### config.mk
export PLATFORM = sky130hd
export DESIGN_NAME = math_addsub_pipe
export DESIGN_NICKNAME = d
export VERILOG_FILES = /design/src/rtl/math_pkg.sv /design/src/rtl/math_add_seg.sv /design/src/rtl/math_addsub_pipe.sv
export SDC_FILE = /design/constraint.sdc
export NUM_CORES = 1
export LEC_CHECK = 0
export CORE_ASPECT_RATIO = 0.5
export CORE_MARGIN = 4
export CORE_UTILIZATION = 50
export DETAILED_ROUTE_END_ITERATION = 8
export HOLD_SLACK_MARGIN = 0.08
export PLACE_DENSITY = 0.82
export SLEW_MARGIN = 10
export SYNTH_ARGS = -nofsm -noshare
export SYNTH_HDL_FRONTEND = slang
export SYNTH_SLANG_ARGS = --single-unit
### constraint.sdc
create_clock -name clk -period 5.7 [get_ports clk]
set_clock_uncertainty 0.05 [all_clocks]
set_input_delay 0.57 -clock clk [delete_from_list [all_inputs] [get_ports clk]]
set_output_delay 0.57 -clock clk [all_outputs]
set_load 0.1 [all_outputs]
### src/rtl/math_pkg.sv
// Shared helpers for the math utility library: segment count and segment
// span for carry chains split across pipeline stages.
package math_pkg;

  typedef struct packed {
    int base;
    int width;
  } seg_t;

  // Number of segments a WIDTH-bit carry chain breaks into (ceil-divide).
  function automatic int calc_nseg(input int width, input int seg_width);
    return (width + seg_width - 1) / seg_width;
  endfunction

  // Bit span of segment k; the last segment takes whatever bits remain.
  function automatic seg_t seg_span(input int k, input int width, input int seg_width);
    seg_t span;
    int   top;
    top = (k + 1) * seg_width;
    if (top > width) top = width;
    span.base  = k * seg_width;
    span.width = top - span.base;
    return span;
  endfunction

endpackage

### src/rtl/math_add_seg.sv
// One registered carry-chain segment: {cout, sum} <= a + b + cin when enabled.
module math_add_seg #(
  parameter int W = 48
) (
  input  logic         clk,
  input  logic         rst_n,
  input  logic         ena,
  input  logic [W-1:0] a,
  input  logic [W-1:0] b,
  input  logic         cin,
  output logic [W-1:0] sum,
  output logic         cout
);

  // NOTE: non-blocking assignment so every stage samples pre-edge values of its neighbours.
  always_ff @(posedge clk or negedge rst_n) begin
    if (!rst_n) begin
      {cout, sum} <= '0;
    end else if (ena) begin
      {cout, sum} <= {1'b0, a} + {1'b0, b} + {{W{1'b0}}, cin};
    end
  end

endmodule

### src/rtl/math_addsub_pipe.sv
// Pipelined wide adder/subtractor: the carry chain is cut into SEG_WIDTH-bit
// registered segments, with operand skew and result de-skew around them.
module math_addsub_pipe
  import math_pkg::*;
#(
  parameter  int WIDTH     = 96,
  parameter  int SEG_WIDTH = 48,
  localparam int NSEG      = calc_nseg(WIDTH, SEG_WIDTH)
) (
  input  logic             clk,
  input  logic             rst_n,
  input  logic             ena,
  input  logic             vld_in,
  input  logic             sub,
  input  logic [WIDTH-1:0] dina,
  input  logic [WIDTH-1:0] dinb,
  output logic             vld_out,
  output logic [WIDTH:0]   dout,
  output logic             ovf
);

  logic [WIDTH-1:0] eff_b;
  logic [WIDTH-1:0] a_skew;
  logic [WIDTH-1:0] b_skew;
  logic [WIDTH-1:0] sum_align;
  logic [NSEG-1:0]  cout_v;
  logic [NSEG-1:0]  vld_sr;
  logic             a_msb_q;
  logic             b_msb_q;

  // Subtraction is A + ~B + 1; the +1 enters as the stage-0 carry.
  assign eff_b = sub ? ~dinb : dinb;

  for (genvar k = 0; k < NSEG; k++) begin : g_seg
    localparam seg_t SPAN   = seg_span(k, WIDTH, SEG_WIDTH);
    localparam int   BASE   = SPAN.base;
    localparam int   SW     = SPAN.width;
    localparam int   DESKEW = NSEG - 1 - k;

    logic [SW-1:0] sum_k;
    logic          cin_k;

    if (k == 0) begin : g_head
      assign a_skew[BASE +: SW] = dina[BASE +: SW];
      assign b_skew[BASE +: SW] = eff_b[BASE +: SW];
      assign cin_k              = sub;
    end else begin : g_skew
      logic [SW-1:0] a_dly [k];
      logic [SW-1:0] b_dly [k];

      // NOTE: delay lines are reset like any other register so flushed samples cannot re-emerge.
      always_ff @(posedge clk or negedge rst_n) begin
        if (!rst_n) begin
          for (int i = 0; i < k; i++) begin
            a_dly[i] <= '0;
            b_dly[i] <= '0;
          end
        end else if (ena) begin
          a_dly[0] <= dina[BASE +: SW];
          b_dly[0] <= eff_b[BASE +: SW];
          for (int i = 1; i < k; i++) begin
            a_dly[i] <= a_dly[i-1];
            b_dly[i] <= b_dly[i-1];
          end
        end
      end

      assign a_skew[BASE +: SW] = a_dly[k-1];
      assign b_skew[BASE +: SW] = b_dly[k-1];
      assign cin_k              = cout_v[k-1];
    end

    math_add_seg #(.W(SW)) u_add (
      .clk  (clk),
      .rst_n(rst_n),
      .ena  (ena),
      .a    (a_skew[BASE +: SW]),
      .b    (b_skew[BASE +: SW]),
      .cin  (cin_k),
      .sum  (sum_k),
      .cout (cout_v[k])
    );

    if (DESKEW == 0) begin : g_tail
      assign sum_align[BASE +: SW] = sum_k;
    end else begin : g_deskew
      logic [SW-1:0] s_dly [DESKEW];

      always_ff @(posedge clk or negedge rst_n) begin
        if (!rst_n) begin
          for (int i = 0; i < DESKEW; i++) s_dly[i] <= '0;
        end else if (ena) begin
          s_dly[0] <= sum_k;
          for (int i = 1; i < DESKEW; i++) s_dly[i] <= s_dly[i-1];
        end
      end

      assign sum_align[BASE +: SW] = s_dly[DESKEW-1];
    end
  end

  // Operand sign bits ride alongside the last segment for the overflow test.
  always_ff @(posedge clk or negedge rst_n) begin
    if (!rst_n) begin
      a_msb_q <= 1'b0;
      b_msb_q <= 1'b0;
      vld_sr  <= '0;
    end else if (ena) begin
      a_msb_q   <= a_skew[WIDTH-1];
      b_msb_q   <= b_skew[WIDTH-1];
      vld_sr[0] <= vld_in;
      for (int i = 1; i < NSEG; i++) vld_sr[i] <= vld_sr[i-1];
    end
  end

  assign vld_out = vld_sr[NSEG-1];
  assign dout    = {cout_v[NSEG-1], sum_align};
  assign ovf     = (a_msb_q == b_msb_q) && (sum_align[WIDTH-1] != a_msb_q);

endmodule

==> results of run 1 <==
-- cell usage after synthesis (5+ instances only) --
cell type	instances
nand2_1	77
o31ai_1	10
mux2_2	175
o21a_1	9
and3_1	9
nand3_1	25
nand4_1	14
o211ai_1	11
nor2_1	106
and2_1	9
a211oi_1	15
ha_1	97
o21ai_0	54
nor2b_1	5
a21o_1	50
dfrtp_1	246
a21oi_1	157
a31oi_1	11
o21bai_1	12
nor3_1	19
xor2_1	75
nand2b_1	7
xnor2_1	99
a211o_1	8
clkbuf_1	50
buf_1	13
inv_1	17
-- cells by family (layout without fill, tap and decap cells) --
family                     count (synthesis)  count (layout)  synth area share [%]
AOI/OAI and AO/OA                        376             376                 16.03
and+or+nand+nor                          290             290                 8.870
DFF                                      246             246                 41.01
muxes                                    177             177                 13.29
xor gates and xnor gates                 174             174                 10.15
adders and majority gates                100             100                 8.486
buffers and inverters                     83             362                 2.159
other                                      0               9                     0
-- power groups by stage --
stage	Combinational [W]	Sequential, W	Clock [W]
after detailed placement	0.00486	0.00256	0
after global routing	0.00510	0.00259	0.00184
final	0.00487	0.00253	0.00173
after CTS	0.00488	0.00254	0.00176
after global placement	0.00482	0.00255	0
after floorplan	0.00151	0.00465	0
-- final timing paths --
| kind | depth (start not counted) | slack (ns) | endpoint | startpoint |
|---|---|---|---|---|
| worst max-delay path | 10 | 2.05 | g_seg[1].u_add.sum[30]$_DFFE_PN0P_ | g_seg[1].g_skew.a_dly[0]$_DFFE_PN0P_ |
| worst min-delay path | 2 | 0.44 | g_seg[0].u_add.sum[7]$_DFFE_PN0P_ | g_seg[0].u_add.sum[7]$_DFFE_PN0P_ |
| worst max register to register | 10 | 2.05 | g_seg[1].u_add.sum[30]$_DFFE_PN0P_ | g_seg[1].g_skew.a_dly[0]$_DFFE_PN0P_ |
| min in group asynchronous | 2 | 0.62 | g_seg[0].g_deskew.s_dly[25]$_DFFE_PN0P_ | rst_n |
| worst min register to register | 2 | 0.44 | g_seg[0].u_add.sum[7]$_DFFE_PN0P_ | g_seg[0].u_add.sum[7]$_DFFE_PN0P_ |
| max in group asynchronous | 3 | 3.75 | g_seg[1].u_add.sum[25]$_DFFE_PN0P_ | rst_n |
-- flip-flops by register name, summed over array words and instances, names as in the netlist --
register,flops
vld_sr,2
g_seg.u_add.cout,2
a_msb_q,1
g_seg.g_skew.b_dly,48
g_seg.u_add.sum,96
g_seg.g_skew.a_dly,48
b_msb_q,1
g_seg.g_deskew.s_dly,48
-- layer usage --
metal,track usage [%],up-vias
met4,8.228,0
met2,39.70,242
met5,0,-
met3,3.263,69
li1,-,5741
met1,30.01,5730
-- layout make-up --
class | count | area share (%)
inverter | 17 | 0.3331
antenna | 9 | 0.1175
sequential | 246 | 32.13
tap | 391 | 2.553
multi-input combinational | 1117 | 44.52
clock inverter | 11 | 0.7445
timing repair buffer | 302 | 15.89
clock buffer | 32 | 3.716
-- stage by stage --
step	hold WS, ns	cell area [um2]	utilization (%)
final	0.4384	19160	65.42
after global routing	0.4545	19150	65.40
after CTS	0.4427	19140	65.34
after detailed placement	0.4176	18270	62.39
after global placement	0.4135	18270	62.39
after floorplan	0.2244	15010	-
-- worst register-to-register path, delay by kind of cell (launching register included) --
family	cells	cell delay, ns
AOI/OAI and AO/OA	7	2.01
adders and majority gates	2	0.95
DFF	1	0.40
and+or+nand+nor	1	0.13
==> reports/metrics.cfg, run 1 <==
[timing]
fin_crit_ns=3.653
hold_viol_final=0
tns_ns=0
slew_viol_final=0
tightest_slew_ns=1.072
max_freq_ghz=0.2738
slew_headroom_pct=28.30
rsz0062_at_grt=no
setup_slack_ns=2.047
setup_viol=0
period_share_pct=64.09

[clock_tree]
cts_tree=built
clkSlewWorstSetupHoldPaths_ns=0.07
post-cts-setup-buffers=0
cts_root_buf=clkbuf_16
cts_resized=0
numCtsBuffers=24
clock_path_buffers=3
cts-hold-fix-buffers=1
cts.sinks=246
h-tree-depth=1
clk_latency_ns=0.54

[worst_setup_path]
worst-path-max-fanout=4
required_ns=6.06
start_kind=flip-flop
cp-end-kind=flip-flop
path_delay_family=compound AO/OA/AOI/OAI gates
worst-path-buf-inv=0
crit_chain=fa_1, fa_1, a211oi_1, o21ai_1, nand2_1, o211ai_1, a211oi_1, o21ai_0, a311oi_1, o2bb2ai_1
cp.arrival_ns=4.01
critPathMaxStageDelay_ns=0.51
cpMaxStageDelayCell=a211oi_1
crit_type=reg2reg

[global_route]
grt_pass1_vias=11650
grt_usage_pct=22.94
grt_pass1_wl_mm=61.22
antenna_found_initial=7
grt_max_degree=143
grt_overflow_total=0

[floorplanning]
start_util_pct=51.25
dieArea_um2=33020
die_h_um=130.5
io-pin-count=296
core_area_um2=29290
rows=44
dieWidth_um=253.0

[synthesis]
ys_ff_latch=246
synth_area_per_cell_um2=10.38
yosys_warnings=0
ys.flop_type=dfrtp_1
synth_edf_count=0
synth_top_area_share_pct=41.01
yosys.area.top_type=dfrtp_1
synth.area.top_cells=dfrtp_1 (41%), mux2_2 (13%), ha_1 (8.1%), xnor2_1 (5.8%), a21oi_1 (5.2%)
syn_area_um2=15010
synth_nets=1743
yosysSeqAreaShare_pct=41.01
ys_types=68
synth-async-reset-ratio_pct=100.0
syn_inst=1446

[hold_path]
min_path_type=reg2reg

[pwr]
leakage_nw=8.057
pwr-share-clk_pct=18.9
powerDensity_nw_per_um2=476.3
peakVddDrop_mv=0.2848
combinationalPowerShare_pct=53.3
p_seq_share_pct=27.8
p_sw_share_pct=48.08
intPower_w=0.004738
finalPower_w=0.009126
p_switching_w=0.004387

[detailed_routing]
route.detailed.drc=0
top_layer=met4
wl_met1_mm=16.79
routedWlPerCell_um=18.27
route.met3.wl_mm=1.369
num_vias=11780
routed-wl-met2_mm=19.46
drt_iter0_markers=804
detail_route.first_pass.iterations=5
ant_nets=0
totalWireLength_mm=38.82
vias_per_cell=5.544

[final_layout]
final_cell_mix=clkdlybuf4s50_1 (292), dfrtp_1 (246), mux2_2 (175)
nNetsFinal=2005
layout_commonest_cell=clkdlybuf4s50_1
seqCellArea_um2=6156
layout.cells.non_filler=2125
layout-drive-gt1-share_pct=14.26
nFillCells=2316
multi_input_comb_area_um2=8529
area_growth_pct=27.65

[job]
cap_viol_max_count=0

[placed_design]
dp_slack_ns=1.528
dp_hpwl_mm=28.93
place_inst=2072
gp_congestion=0.9318
port_buffers=295

[run_status]
status=complete, no violations

(Power assumes the default switching activity.)
==> run 2: changes to the inputs <==
--- a/config.mk
+++ b/config.mk
@@ -7,7 +7,7 @@
 export LEC_CHECK = 0
 export CORE_ASPECT_RATIO = 0.5
 export CORE_MARGIN = 4
-export CORE_UTILIZATION = 50
+export CORE_UTILIZATION = 48
 export DETAILED_ROUTE_END_ITERATION = 8
 export HOLD_SLACK_MARGIN = 0.08
 export PLACE_DENSITY = 0.82
==> constraint.sdc (replaced) <==
create_clock -name clk -period 3.2 [get_ports clk]
set_clock_uncertainty 0.05 [all_clocks]
set_input_delay 0.32 -clock clk [delete_from_list [all_inputs] [get_ports clk]]
set_output_delay 0.32 -clock clk [all_outputs]
set_load 0.1 [all_outputs]
==> run 2 against run 1 <==
  * Global-route usage increased by 0.72 points
  * Critical endpoint is now g_seg[1].u_add.sum[32]$_DFFE_PN0P_
  * Register-to-register slack worse by 2.1 ns
  * The run now ends with negative setup slack left
  * Cell count increased by 7.6%
  * Sequential share of layout area down 1.8 points
  * Critical path depth grew 1
  * Worst hold slack got worse by 0.27 ns
==> reports/metrics.cfg, run 2 (synthesis gave the netlist of run 1 again) <==
[run_status]
status=finished with violations  ; was complete, no violations
violations=negative setup slack

[detailed_routing]
routedWlPerCell_um=18.19  ; was 18.27 um
num_vias=12460  ; was 11780
totalWireLength_mm=41.60  ; was 38.82 mm
detail_route.first_pass.iterations=5  ; unchanged
ant_nets=0  ; unchanged
route.detailed.drc=0  ; unchanged
vias_per_cell=5.449  ; was 5.544
drt_iter0_markers=785  ; was 804

[floorplanning]
dieArea_um2=34340  ; was 33020 um2
start_util_pct=49.09  ; was 51.25%
core_area_um2=30570  ; was 29290 um2
io-pin-count=296  ; unchanged
rows=45  ; was 44
die_h_um=133.0  ; was 130.5 um
dieWidth_um=258.1  ; was 253.0 um

[timing]
slew_headroom_pct=30.67  ; was 28.30%
slew_viol_final=0  ; unchanged
tns_ns=-0.03468  ; was 0 ns
setup_viol=2  ; was 0
rsz0062_at_grt=yes  ; was no
tightest_slew_ns=1.037  ; was 1.072 ns
period_share_pct=101.0  ; was 64.09%
hold_viol_final=0  ; unchanged
fin_crit_ns=3.233  ; was 3.653 ns
max_freq_ghz=0.3093  ; was 0.2738 GHz
setup_slack_ns=-0.03335  ; was 2.047 ns

[global_route]
grt_max_degree=106  ; was 143
antenna_found_initial=3  ; was 7
grt_overflow_total=0  ; unchanged
grt_pass1_vias=12860  ; was 11650
grt_pass1_wl_mm=66.56  ; was 61.22 mm
grt_usage_pct=23.66  ; was 22.94%

[clock_tree]
cts.sinks=246  ; unchanged
cts_root_buf=clkbuf_16  ; unchanged
clk_latency_ns=0.54  ; about the same
numCtsBuffers=24  ; unchanged
cts_tree=built  ; unchanged
clock_path_buffers=3  ; unchanged
clkSlewWorstSetupHoldPaths_ns=0.07  ; about the same
h-tree-depth=1  ; unchanged

[worst_setup_path]
worstReg2RegStart=g_seg[1].g_skew.b_dly[0]$_DFFE_PN0P_  ; was g_seg[1].g_skew.a_dly[0]$_DFFE_PN0P_
cp-end-kind=flip-flop  ; unchanged
r2r_cells=11  ; was 10
r2r_end=g_seg[1].u_add.sum[32]$_DFFE_PN0P_  ; was g_seg[1].u_add.sum[30]$_DFFE_PN0P_
worst-path-max-fanout=3  ; was 4
crit_end=g_seg[1].u_add.sum[32]$_DFFE_PN0P_  ; was g_seg[1].u_add.sum[30]$_DFFE_PN0P_
ff2ff_setup_slack_ns=-0.03  ; was 2.05 ns
critPathLaunch=g_seg[1].g_skew.b_dly[0]$_DFFE_PN0P_  ; was g_seg[1].g_skew.a_dly[0]$_DFFE_PN0P_
required_ns=3.58  ; was 6.06 ns
cp.arrival_ns=3.61  ; was 4.01 ns
start_kind=flip-flop  ; unchanged
crit_type=reg2reg  ; unchanged

[final_layout]
largest_reg_flops=96  ; unchanged
area_growth_pct=35.14  ; was 27.65%
final_cell_mix=clkdlybuf4s50_1 (261), dfrtp_1 (246), mux2_2 (174)  ; was clkdlybuf4s50_1 (292), dfrtp_1 (246), mux2_2 (175)
layout-drive-gt1-share_pct=23.05  ; was 14.26%
nFillCells=2351  ; was 2316
nNetsFinal=2142  ; was 2005
layout_commonest_cell=clkdlybuf4s50_1  ; unchanged
finalInstanceArea_um2=20280  ; was 19160 um2

[pwr]
leakage_nw=8.775  ; was 8.057 nW
peakVddDrop_mv=0.5033  ; was 0.2848 mV
powerDensity_nw_per_um2=821.4  ; was 476.3 nW/um2

[job]
cap_viol_max_count=0  ; unchanged

[placed_design]
placement.cell_area_um2=19290  ; was 18270 um2
gp_congestion=0.9088  ; was 0.9318
port_buffers=295  ; unchanged
dp_hpwl_mm=31.85  ; was 28.93 mm

[hold_path]
min_path_type=in2reg  ; was reg2reg

==> run 2: power by group <==
| part | internal (W) | switching [W] | total, W |
|---|---|---|---|
| logic | 0.00290 | 0.00619 | 0.00909 |
| clock network | 0.00177 | 0.00126 | 0.00303 |
| registers | 0.00399 | 0.000544 | 0.00454 |
| total | 0.00867 | 0.00799 | 0.0167 |
==> run 2: stage by stage <==
step / utilization, % / total power, W / hold WS [ns] / setup slack [ns] / std cells
floorplan: - / 0.01098 / -0.02559 / -0.05098 / 1446
global placement: 63.09 / 0.01343 / 0.3137 / -0.3208 / 2233
detailed placement: 63.09 / 0.01356 / 0.3180 / -0.3965 / 2233
CTS: 65.90 / 0.01666 / 0.1492 / 0.01863 / 2277
global route: 66.34 / 0.01737 / 0.1694 / -0.1764 / 2287
finish: 66.34 / 0.01666 / 0.1636 / -0.03335 / 2287
==> run 2: repair_timing <==
action / CTS / global route
endpoints found under the setup margin: 12 / 21
endpoints found under the hold margin: 80 / 0
pin swaps: 5 / 18
hold buffers: 1 / 0
buffers inserted: 1 / 7
gates resized for setup: 4 / 19
==> run 2: how the worst min path moves through the flow <==
stage	startpoint	to	slack, ns	depth (start not counted)
final	ena	g_seg[1].g_skew.b_dly[7]$_DFFE_PN0P_	0.16	2
after global routing	ena	g_seg[1].g_skew.b_dly[8]$_DFFE_PN0P_	0.17	2
after CTS	ena	g_seg[1].g_skew.b_dly[7]$_DFFE_PN0P_	0.15	2
after detailed placement	rst_n	g_seg[0].g_deskew.s_dly[27]$_DFFE_PN0P_	0.32	1
after global placement	rst_n	g_seg[0].g_deskew.s_dly[27]$_DFFE_PN0P_	0.31	1
after floorplan	rst_n	a_msb_q$_DFFE_PN0P_	-0.03	0
==> run 2: critical path, stage by stage (launching register included) <==
cell      delay, ns
dfrtp_1        0.40
fa_2           0.43
fa_2           0.41
a211oi_4       0.29
o21ai_2        0.10
nand2_1        0.11
o211ai_1       0.16
a211o_1        0.36
a211o_1        0.31
a21oi_2        0.15
xnor2_1        0.08
mux2_4         0.26
==> run 2: metal layers <==
metal	up-vias	part of all wire (%)	GRT usage [%]
met2	304	51	42.61
met5	-	0	0
met4	0	3.7	8.697
li1	6004	-	-
met3	86	3.7	2.888
met1	6067	41	29.36
==> run 2: cell type report <==
| class | count | area, um2 | share of cell area [%] |
|---|---|---|---|
| multi-input combinational | 1117 | 8632 | 42.56 |
| clock inverter | 11 | 171.4 | 0.8451 |
| tap | 423 | 529.3 | 2.609 |
| inverter | 17 | 63.81 | 0.3146 |
| antenna | 3 | 7.507 | 0.03701 |
| sequential | 246 | 6156 | 30.35 |
| clock buffer | 31 | 656.9 | 3.239 |
| timing repair buffer | 439 | 4066 | 20.05 |
